## config.mk

```make
export PLATFORM = sky130hd
export DESIGN_NAME = seq_monitor
export DESIGN_NICKNAME = d
export VERILOG_FILES = /design/src/rtl/seq_mon_pkg.sv /design/src/rtl/seq_decode.sv /design/src/rtl/seq_monitor.sv
export SDC_FILE = /design/constraint.sdc
export NUM_CORES = 1
export LEC_CHECK = 0
export ABC_CLOCK_PERIOD_IN_PS = 4300
export CAP_MARGIN = 20
export CORE_MARGIN = 4
export CORE_UTILIZATION = 33
export CTS_BUF_LIST = sky130_fd_sc_hd__clkbuf_8
export DETAILED_ROUTE_END_ITERATION = 12
export HOLD_SLACK_MARGIN = 0.05
export PLACE_DENSITY = 0.49
export SKIP_LAST_GASP = 1
export SLEW_MARGIN = 20
export SYNTH_ARGS = -nofsm -noshare
export SYNTH_HDL_FRONTEND = slang
export SYNTH_SLANG_ARGS = --single-unit
```

## constraint.sdc

```tcl
create_clock -name clk -period 4.3 [get_ports clk]
set_input_delay 0.86 -clock clk [delete_from_list [all_inputs] [get_ports clk]]
set_output_delay 0.86 -clock clk [all_outputs]
set_load 0.02 [all_outputs]
```

## src/rtl/seq_mon_pkg.sv

```systemverilog
// Shared constants, state encoding and code lookups for the mod-5 sequence monitor.
package seq_mon_pkg;

  localparam int SEQ_LEN = 5;
  localparam logic [2:0] SEQ [SEQ_LEN] = '{3'd0, 3'd1, 3'd3, 3'd7, 3'd2};

  typedef enum logic [1:0] {HUNT, ACQUIRE, LOCKED} state_t;

  typedef struct packed {
    logic       legal;
    logic [2:0] idx;
  } code_info_t;

  function automatic code_info_t idx_of(input logic [2:0] code);
    code_info_t r;
    r = '{legal: 1'b0, idx: 3'd0};
    for (int i = 0; i < SEQ_LEN; i++)
      if (code == SEQ[i]) begin
        r.legal = 1'b1;
        r.idx   = 3'(i);
      end
    return r;
  endfunction

  // Illegal codes have no successor; 0 is returned so callers see a defined value.
  function automatic logic [2:0] next_code(input logic [2:0] code);
    code_info_t info;
    int         n;
    info = idx_of(code);
    n    = (info.idx == 3'd4) ? 0 : int'(info.idx) + 1;
    return info.legal ? SEQ[n] : 3'd0;
  endfunction

endpackage

```

## src/rtl/seq_decode.sv

```systemverilog
// Combinational code decoder: legality, sequence index and successor code.
module seq_decode
  import seq_mon_pkg::*;
(
  input  logic [2:0] code,
  output logic       legal,
  output logic [2:0] idx,
  output logic [2:0] nxt
);

  code_info_t info;

  assign info  = idx_of(code);
  assign legal = info.legal;
  assign idx   = info.idx;
  assign nxt   = next_code(code);

endmodule

```

## src/rtl/seq_monitor.sv

```systemverilog
// Lock/flywheel checker for the 0-1-3-7-2 counter sequence with error accounting.
module seq_monitor
  import seq_mon_pkg::*;
#(
  parameter int LOCK_CNT = 5,
  parameter int LOSS_CNT = 2,
  parameter int CNT_W    = 8
) (
  input  logic             clk,
  input  logic             rst,
  input  logic [2:0]       q_in,
  input  logic             q_valid,
  input  logic             clr_cnt,
  output logic             locked,
  output logic             err_pulse,
  output logic             illegal_pulse,
  output logic             wrap_pulse,
  output logic [2:0]       pos,
  output logic [CNT_W-1:0] err_count
);

  localparam int GW = $clog2(LOCK_CNT + 1);
  localparam int BW = $clog2(LOSS_CNT + 1);

  state_t            state, state_nx;
  logic [2:0]        prev, prev_nx, pos_nx;
  logic [GW-1:0]     good_run, good_nx;
  logic [BW-1:0]     bad_run, bad_nx;
  logic [CNT_W-1:0]  cnt_nx;
  logic              err_nx, ill_nx, wrap_nx, inc;

  logic       q_legal, p_legal;
  logic [2:0] q_idx, p_idx, q_nxt_unused, expected, exp_idx;
  logic       match;

  seq_decode u_dec_q (.code(q_in), .legal(q_legal), .idx(q_idx), .nxt(q_nxt_unused));
  seq_decode u_dec_p (.code(prev), .legal(p_legal), .idx(p_idx), .nxt(expected));

  assign match   = p_legal && (q_in == expected);
  assign exp_idx = (p_idx == 3'd4) ? 3'd0 : p_idx + 3'd1;

  always_comb begin
    state_nx = state;
    prev_nx  = prev;
    pos_nx   = pos;
    good_nx  = good_run;
    bad_nx   = bad_run;
    err_nx   = 1'b0;
    ill_nx   = 1'b0;
    wrap_nx  = 1'b0;
    inc      = 1'b0;
    if (q_valid) begin
      ill_nx = !q_legal;
      case (state)
        HUNT: if (q_legal) begin
          prev_nx  = q_in;
          pos_nx   = q_idx;
          good_nx  = '0;
          state_nx = ACQUIRE;
        end
        ACQUIRE: begin
          if (!q_legal) state_nx = HUNT;
          else begin
            prev_nx = q_in;
            pos_nx  = q_idx;
            if (!match) good_nx = '0;
            else begin
              good_nx = good_run + GW'(1);
              if (good_run == GW'(LOCK_CNT - 1)) begin
                state_nx = LOCKED;
                bad_nx   = '0;
              end
            end
          end
        end
        LOCKED: begin
          if (match) begin
            prev_nx = q_in;
            pos_nx  = q_idx;
            bad_nx  = '0;
            wrap_nx = (q_in == 3'd0);
          end else begin
            // Flywheel: assume the counter advanced and only this sample glitched.
            err_nx  = 1'b1;
            inc     = 1'b1;
            prev_nx = expected;
            pos_nx  = exp_idx;
            bad_nx  = bad_run + BW'(1);
            if (bad_run == BW'(LOSS_CNT - 1)) state_nx = HUNT;
          end
        end
        default: state_nx = HUNT;
      endcase
    end
    cnt_nx = err_count;
    if (clr_cnt)                     cnt_nx = inc ? CNT_W'(1) : '0;
    else if (inc && err_count != '1) cnt_nx = err_count + CNT_W'(1);
  end

  always_ff @(posedge clk) begin
    if (!rst) begin
      state         <= HUNT;
      prev          <= '0;
      pos           <= '0;
      good_run      <= '0;
      bad_run       <= '0;
      err_count     <= '0;
      err_pulse     <= 1'b0;
      illegal_pulse <= 1'b0;
      wrap_pulse    <= 1'b0;
    end else begin
      state         <= state_nx;
      prev          <= prev_nx;
      pos           <= pos_nx;
      good_run      <= good_nx;
      bad_run       <= bad_nx;
      err_count     <= cnt_nx;
      err_pulse     <= err_nx;
      illegal_pulse <= ill_nx;
      wrap_pulse    <= wrap_nx;
    end
  end

  assign locked = (state == LOCKED);

endmodule
```

* After elaboration in Yosys (flattened, before gate mapping) *
Memory sizes are Yosys's and may differ from the RTL's.
Cells that the tools add are included.

storage, ports and cells
  register bits after elaboration = 24
  memories = 1
  memory bits (read-only) = 24
  bits in latches = 0
  RAM bits = 0
  logic and storage cells = 101

operators by class
  shift operators = 0
  bitwise operators = 1
  add/subtract/negate cells = 5
  multipliers = 0
  magnitude comparators = 1
  div/mod/pow operators = 0
  reduce and logical (&&, ||, !) cells = 17
  equality and inequality tests = 24
  multiplexer cells = 43

memory list
  memory            depth  width  read ports  clocked after memory_dff  wr ports  RTL line           text
  (name not given)  8      3      1           0                         0         seq_mon_pkg.sv:31  return info.legal ? SEQ[n] : 3'd0;

operators with widths
  cell                   number
  $mux W4                10
  $mux W3                11
  $ge A32 B4 Y1 const B  1
  $mux W32               1
  $not A32 Y32           1
  $mux W2                10
  $pmux W3 S2            3
  $mux W8                2
  $eq A3 B2 Y1 const B   4
  $eq A3 B3 Y1 const B   4
  $add A8 B1 Y8 const B  1
  $ne A2 B1 Y1 const B   4
  $ne A8 B8 Y1 const B   1
  $reduce_and A4 Y1      2
  $reduce_bool A2 Y1     4
  $add A3 B1 Y3 const B  2
  $eq A3 B1 Y1 const B   2
  $logic_not A3 Y1       2
  $ne A2 B2 Y1 const B   3
  $ne A3 B3 Y1 const B   2
  $pmux W2 S3            1
  $reduce_and A6 Y1      1
  $reduce_and A5 Y1      1
  $add A3 B1 Y4 const B  1
  other kinds (12)       17

* Depth between registers and ports, before layout *
Gate-level depths: netlist of run 1.

  depth in word-level cells = 21
  depth in mapped cells = 8

* Cells and area by module *
From an unflattened synthesis of run 1, not the netlist that was laid out.

second synthesis, totals
  cell total of the unflattened synthesis = 174
  area, all modules = 1418.9 um2

by module, submodules not included
  module                instances  cells an instance  area each (um2)
  seq_monitor           1          153                1315.0
  seq_decode (u_dec_q)  1          10                 53.8
  seq_decode (u_dec_p)  1          11                 50.0

* Worst setup path after synthesis of run 1 *
No wires, ideal clock.

  kind = input to register
  start point = input port q_in[1]
  end point = register err_count[0]
  path slack = 1.877 ns
  stages = 7
  data arrival time = 2.305 ns
  library setup time = 0.117 ns
  path buffers = 2
  path through = clkbuf_1 -> or4_4 -> o22ai_2 -> a211oi_1 -> buf_6 -> and3_4 -> a32o_1

between the ends
  word-level cells in the longest chain between the ends = 7
  elaborated cells on any way between the ends = 9
  those cells by class = 1 x eq/ne; 5 x mux; 3 x reduce/logical

ends and longest elaborated chain
  element                                         RTL line                              text
  start, declared                                 seq_monitor.sv:11                     input logic [2:0] q_in,
  $eq A3 B3 Y1 (*)                                seq_monitor.sv:39                     assign match = p_legal && (q_in == expected);
  $logic_and A1 B1 Y1 (*)                         seq_monitor.sv:39
  $mux W1 (*)                                     seq_monitor.sv:77                     if (match) begin
  $mux W1 (*) (2 in series)                       n/a
  $mux W1 or $logic_and A1 B1 Y1 (tied branches)  seq_monitor.sv:96, seq_monitor.sv:97
  $mux W8 or $reduce_bool A2 Y1 (tied branches)   n/a
  end signal, assigned                            seq_monitor.sv:117                    err_count <= cnt_nx;
  end, declared                                   seq_monitor.sv:19                     output logic [CNT_W-1:0] err_count

Every way passes the cells marked *; elsewhere a longest branch is shown, timed or not.
A chain may end at the register's enable or synchronous reset.

* Worst setup path in the final report of run 1 *
  start point = input port q_in[1]
  end point = register good_run[1]

between the ends
  word-level cells in the longest chain between the ends = 8
  elaborated cells on any way between the ends = 18
  those cells by class = 7 x eq/ne; 8 x mux; 3 x reduce/logical

ends and longest elaborated chain
  element                             RTL line            text
  $logic_not A3 Y1                    n/a
  $mux W4 (4 in series)               n/a
  $mux W4                             seq_mon_pkg.sv:18   if (code == SEQ[i]) begin
  $ne A2 B1 Y1 (no source line)       n/a
  $reduce_and A4 Y1 (no source line)  n/a
  end signal, assigned                seq_monitor.sv:115  good_run <= good_nx;
  end, declared                       seq_monitor.sv:27   logic [GW-1:0] good_run, good_nx;

Parallel ways exist; a longest one is shown, timed or not. The select of a mux whose other input is x is not followed.

==> summary.md, run 1 <==
| Metric | Value |
|---|---|
| Run status | `completed` |
| Most used routing layer | `met2` |
| GR Util met1 | `0.1687` |
| Initial antenna violation count | `0` |
| Crit share post-route | `0.6407` |
| Area of the multi-input gates | `838.3 sq um` |
| Syn avg cell area | `8.213 sq um` |
| FF+latch area | `480.5 sq um` |
| WP data required | `4.51 ns` |
| Synth Instances | `172` |
| Total track usage | `0.1293` |
| Port Buf Inserts | `21` |
| Fill cells | `409` |
| DP HPWL | `2426 um` |
| Clk sinks | `24` |
| Top_reg_cell synth | `dfxtp_1` |
| Die Y | `73.43 um` |
| Startpoint Class | `input pin` |
| Fmax | `363.0 MHz` |
| Worst hold path class | `flip-flop to flip-flop` |
| Power Internal | `314.4 uW` |
| Post-synthesis xor/xnor area fraction | `0.01860` |
| Max cap viols | `0` |
| Clock tree from TritonCTS | `built` |
| Layout cells sized above 1 | `0.05946` |
| Warnings from Yosys | `0` |
| Cell family with most CP delay | `buffers and inverters` |
| Placed Cells | `232` |
| Cell Rows | `23` |
| WHS | `0.4526 ns` |
| Post-route cell area | `1674 sq um` |
| M3 GR Usage | `0.03420` |
| Endpoints failing hold | `0` |
| H-tree depth | `1` |
| Final WL | `3347 um` |
| R2R setup slack | `2.24 ns` |
| Via density | `5.468` |
| DR DRC count | `0` |
| Reg clk slew, reported paths | `0.08 ns` |
| Wire length per cell | `14.24 um` |
| Crit-path slowest cell | `clkdlybuf4s50_1` |
| Root Driver | `clkbuf_8` |
| Largest net degree at the start of global routing | `24` |
| Width of the chip | `73.43 um` |
| Register area share after synthesis | `0.3401` |
| Vias in the first global route | `1,171` |
| Sw power | `111.3 uW` |
| Synth Area in Adders | `0.03543` |
| Clock latency on the worst-skew pair | `0.27 ns` |
| Cell leakage power | `0.6271 nW` |
| CTS Hold Bufs | `0` |
| Area leader, netlist | `dfxtp_1` |
| Setup_tns | `0 ns` |
| Initial core utilization | `0.3481` |
| CP bufs+invs | `2` |
| Netlist Area Pre-Place | `1413 sq um` |
| CTS Buffer Depth | `2` |
| Die footprint | `5391 sq um` |
| Critical path, cell by cell | `clkdlybuf4s50_1 > or4_4 > o22ai_2 > a211oi_2 > buf_4 > o32ai_1 > and2_1` |
| Wire length of the first global-routing pass | `5471 um` |
| Flops & latches, synth | `24` |
| Remaining Overflow, GRT | `0` |
| Setup-failing EPs final | `0` |
| Gate power share | `0.132` |
| Cell Area, Placed | `1633 sq um` |
| Gates resized, CTS repair | `0` |
| Post-Synth Simple-Gate Area | `0.2710` |
| Fin nets | `198` |
| Initial DRC count | `99` |
| Number of flops mapped to enable cells by yosys | `0` |
| Worst VDD drop | `0.1253 mV` |
| Core Region | `4058 sq um` |
| FFs w/ async S/R, synth | `0` |
| Slowest cell delay on critical path | `0.55 ns` |
| Post-Route Skew | `0.004558 ns` |
| Ant. Diodes | `0` |
| Total CTS buffers | `3` |
| First-pass DRT Iterations | `4` |
| Final slew viol count | `0` |
| Setup crit end kind | `flip-flop` |
| Compound-Gate Fraction of Synth Area | `0.2365` |
| Via Count | `1,285` |
| Post-synth top area share | `0.3401` |
| Final Util | `0.4126` |
| PD cells | `254.3 nW/um^2` |
| Sequential power share | `0.550` |
| Area Growth Syn to Fin | `18.51%` |
| Net Sw Frac | `0.2615` |
| Multiplexer area fraction after synthesis | `0.02834` |
| Synth cell types | `49` |
| RSZ-0062 raised after global routing | `no` |
| Top-count cell post-synth | `dfxtp_1` |
| Layout Cells excl Fill | `235` |
| # IOs | `22` |
| Crit-path max FO | `12` |
| GPL Wtd Cong | `0.7950` |
| Cells taking the most area after synthesis | `dfxtp_1, nand2_1, ha_1, nand2b_1, nand3_1` |
| Largest family of logic cells by synthesized area | `simple AND/OR/NAND/NOR gates` |
| Synth top cells by count | `dfxtp_1, nand2_1, inv_1, nand3_1, nand2b_1` |
| Routed Antenna Nets | `0` |
| Worst Path Arrival | `2.97 ns` |
| Post-synth net total | `183` |
| Clk pwr share | `0.318` |
| Final min period | `2.755 ns` |
| Post-CTS setup repair buffer count | `0` |
| Worst-Margin Slew | `0.7337 ns` |
| Met2 GRT Util | `0.2125` |
| Relative slew slack | `0.5094` |
| CP Class | `input pin to flip-flop` |
routing by layer:
| layer | up-vias | share of wire | wire length, um |
|---|---|---|---|
| met5 | - | 0 | 0 |
| met1 | 609 | 0.49 | 1634 |
| met4 | 0 | 0.0066 | 22 |
| li1 | 656 | - | - |
| met2 | 18 | 0.47 | 1557 |
| met3 | 2 | 0.039 | 132 |
state kept, by name, summed over array words and instances (netlist names):
signal         count
prev               3
err_count          8
state              2
wrap_pulse         1
illegal_pulse      1
good_run           3
pos                3
bad_run            2
err_pulse          1
stage by stage:
step | power, mW | worst slack, ns
after CTS | 0.4336 | 1.532
after global routing | 0.4461 | 1.430
after global placement | 0.2962 | 1.316
final | 0.4257 | 1.545
after floorplan | 0.2789 | 1.877
after detailed placement | 0.2955 | 1.278
final timing paths:
check / start / endpoint / depth (start not counted)
max reg2reg: prev[0] / good_run[1] / 6
min: bad_run[1] / bad_run[1] / 2
min reg2reg: bad_run[1] / bad_run[1] / 2
max: q_in[1] / good_run[1] / 7
final cells by class:
cell class | count | share of cell area
Multi-Input combinational cell | 127 | 0.5007
Sequential cell | 24 | 0.2870
Timing Repair Buffer | 22 | 0.1300
Tap cell | 50 | 0.03737
Clock buffer | 3 | 0.02466
Inverter | 9 | 0.02018
cell families (layout without fill, tap and decap cells):
family	Yosys count	after routing
mux	4	4
fa+ha+maj	4	4
buf+inv	21	34
xor+xnor	3	3
compound gates	47	47
flops	24	24
simple gates	69	69
power groups by stage:
stage          sequential, mW  combinational [mW]  clock (mW)
2_1_floorplan           0.238              0.0405           0
3_3_place_gp            0.239              0.0568           0
3_5_place_dp            0.239              0.0561           0
4_1_cts                 0.234              0.0565       0.143
5_1_grt                 0.235              0.0620       0.149
6_report                0.234              0.0561       0.135
worst min-delay path: cells and delay by family (launching register included):
family | cells | cell delay [ns]
compound gates | 1 | 0.05
flops | 1 | 0.32
simple gates | 1 | 0.05
placed cells by master, fill, tap and decap left out, drive strengths merged, types with 3 or more instances in the layout:
master	count
dfxtp	24
clkdlybuf4s50	21
nand2	17
o21ai	10
inv	9
nand3	9
nand2b	8
and3	8
a31oi	6
a21oi	5
nand4	5
a211oi	5
nor2b	4
nor2	4
mux2i	4
ha	4
o21a	3
clkbuf	3
No activity file was read; power rests on OpenSTA's default activity.
==> run 2, diff against run 1 <==
--- a/config.mk
+++ b/config.mk
@@ -5,14 +5,14 @@
 export SDC_FILE = /design/constraint.sdc
 export NUM_CORES = 1
 export LEC_CHECK = 0
-export ABC_CLOCK_PERIOD_IN_PS = 4300
+export ABC_CLOCK_PERIOD_IN_PS = 2400
 export CAP_MARGIN = 20
 export CORE_MARGIN = 4
 export CORE_UTILIZATION = 33
 export CTS_BUF_LIST = sky130_fd_sc_hd__clkbuf_8
 export DETAILED_ROUTE_END_ITERATION = 12
 export HOLD_SLACK_MARGIN = 0.05
-export PLACE_DENSITY = 0.49
+export PLACE_DENSITY = 0.51
 export SKIP_LAST_GASP = 1
 export SLEW_MARGIN = 20
 export SYNTH_ARGS = -nofsm -noshare
==> constraint.sdc (replaced) <==
create_clock -name clk -period 2.4 [get_ports clk]
set_input_delay 0.48 -clock clk [delete_from_list [all_inputs] [get_ports clk]]
set_output_delay 0.48 -clock clk [all_outputs]
set_load 0.02 [all_outputs]
==> summary.md, run 2 (same netlist as run 1, synthesis figures left out) <==
| Metric | Value |
|---|---|
| Run status | `completed` |
| CTS Buffer Depth | `2 (unchanged)` |
| WP data required | `2.59 ns (-1.92 ns)` |
| PD cells | `454.5 nW/um^2 (+79%)` |
| Final slew viol count | `0 (unchanged)` |
| DP HPWL | `2512 um (+3.5%)` |
| Initial antenna violation count | `0 (unchanged)` |
| Final min period | `2.222 ns` |
| Post-route cell area | `1800 sq um (+7.5%)` |
| Total CTS buffers | `3 (unchanged)` |
| RSZ-0062 raised after global routing | `no` |
| Cell Area, Placed | `1745 sq um (+6.9%)` |
| Slowest cell delay on critical path | `0.52 ns (-0.03 ns)` |
| Initial core utilization | `0.3481 (unchanged)` |
| Max cap viols | `0 (unchanged)` |
| Endpoints failing hold | `0 (unchanged)` |
| Die footprint | `5391 sq um (unchanged)` |
| Routed Antenna Nets | `0 (unchanged)` |
| Critical path, cell by cell | `clkdlybuf4s50_1 > or3_1 > nor3_1 > a211oi_2 > buf_4 > a211o_1 > a31oi_1` |
| Worst hold path class | `flip-flop to flip-flop` |
| Hold worst-path end | `bad_run[1]` |
| Hold_sp | `bad_run[1]` |
| Max reg flops | `8 (unchanged)` |
| Width of the chip | `73.43 um (unchanged)` |
| Initial DRC count | `89 (-10%)` |
| Most frequent cells in the layout | `dfxtp_1, clkdlybuf4s50_1, nand2_1, buf_4` |
| Worst Hold Depth | `2 (unchanged)` |
| Setup_tns | `0 ns (unchanged)` |
| Via Count | `1,386 (+7.9%)` |
| Port Buf Inserts | `21 (unchanged)` |
| WHS | `0.4607 ns (+0.008067 ns)` |
| Relative slew slack | `0.6861 (+0.1768)` |
| Vias in the first global route | `1,298 (+11%)` |
| First-pass DRT Iterations | `4 (unchanged)` |
| GPL Wtd Cong | `0.7825 (-1.6%)` |
| Largest Register | `err_count` |
| Total track usage | `0.1332 (+0.003970)` |
| Layout cells sized above 1 | `0.1343 (+0.07487)` |
| # IOs | `22 (unchanged)` |
| Worst Path Arrival | `2.41 ns (-0.56 ns)` |
| CTS Hold Bufs | `0 (unchanged)` |
| Post-Route Skew | `0.003377 ns (-0.001181 ns)` |
| Die Y | `73.43 um (unchanged)` |
| Gates resized, CTS repair | `0 (unchanged)` |
| Reg clk slew, reported paths | `0.08 ns (about the same)` |
| Setup crit end kind | `flip-flop` |
| Via density | `5.522 (+0.98%)` |
| RR Startpoint | `prev[0]` |
| Most common cell after layout, fill and taps aside | `dfxtp_1` |
| Final Util | `0.4437 (+0.03114)` |
| Worst VDD drop | `0.1855 mV (+48%)` |
| Largest net degree at the start of global routing | `23 (-4.2%)` |
| CP Class | `input pin to flip-flop` |
| Root Driver | `clkbuf_8` |
| Final WL | `3366 um (+0.57%)` |
| Crit-path slowest cell | `clkdlybuf4s50_1` |
| Remaining Overflow, GRT | `0 (unchanged)` |
| Area Growth Syn to Fin | `27.46%` |
| Crit-path max FO | `8 (-4)` |
| Fin nets | `213 (+7.6%)` |
| Cell Rows | `23 (unchanged)` |
| Core Region | `4058 sq um (unchanged)` |
| Setup-failing EPs final | `0 (unchanged)` |
| Worst R2R End | `pos[0]` |
| Wire length of the first global-routing pass | `5830 um (+6.6%)` |
| Worst-Margin Slew | `0.4698 ns (-0.2638 ns)` |
| H-tree depth | `1 (unchanged)` |
| Wire length per cell | `13.41 um (-5.8%)` |
| Post-CTS setup repair buffer count | `0 (unchanged)` |
| Clock latency on the worst-skew pair | `0.26 ns (about the same)` |
| Cell family with most CP delay | `buffers and inverters` |
| CP bufs+invs | `2 (unchanged)` |
| Ant. Diodes | `0 (unchanged)` |
| Fmax | `450.1 MHz` |
| Clock tree from TritonCTS | `built` |
| FF-to-FF path depth | `6 (unchanged)` |
| DR DRC count | `0 (unchanged)` |
| Clk sinks | `24 (unchanged)` |
| Crit share post-route | `0.9257` |
| Cell leakage power | `0.7058 nW (+13%)` |
| Crit path launch | `q_in[2]` |
| Overall power | `818.4 uW (+92%)` |
| R2R setup slack | `0.39 ns (-1.85 ns)` |
| Startpoint Class | `input pin` |
==> run 2: routing by layer <==
metal | vias up | part of all wire | GRT usage
li1 | 691 | - | -
met1 | 661 | 0.48 | 0.1848
met2 | 32 | 0.46 | 0.2115
met3 | 2 | 0.054 | 0.02462
met4 | 0 | 0.0065 | 0.03622
met5 | - | 0 | 0
==> run 2: area by class of cell <==
type	count	area, sq um
clock buffer	4	55.05
multi-input combinational	127	838.3
fill	421	2257
sequential	24	480.5
timing repair buffer	37	330.3
tap	50	62.56
inverter	9	33.78
==> run 2: how the worst max path moves through the flow <==
stage                        end  slack [ns]  depth (start not counted)
floorplan           err_count[0]        0.36                          7
global placement    err_count[0]       -0.02                          7
detailed placement    bad_run[0]       -0.08                          8
CTS                       pos[0]        0.18                          7
global route          bad_run[0]        0.05                          8
finish                    pos[0]        0.18                          7
==> run 2: per-stage QoR <==
| stage | setup slack [ns] | cells |
|---|---|---|
| finish | 0.1782 | 251 |
| global route | 0.05251 | 251 |
| CTS | 0.1839 | 251 |
| detailed placement | -0.08207 | 247 |
| global placement | -0.02301 | 247 |
| floorplan | 0.3571 | 172 |
==> run 2: worst min-delay path: cells and delay by family, from the launching register on <==
| kind | cells | cell delay [ns] |
|---|---|---|
| flip-flops | 1 | 0.32 |
| AND/OR/NAND/NOR | 1 | 0.06 |
| AO/OA/AOI/OAI | 1 | 0.05 |
==> run 2: report_power, final <==
| group | switching [mW] | total [mW] | internal, mW |
|---|---|---|---|
| clock network | 0.131 | 0.278 | 0.146 |
| registers | 0.0125 | 0.420 | 0.408 |
| logic | 0.0618 | 0.121 | 0.0588 |
| total | 0.206 | 0.818 | 0.613 |
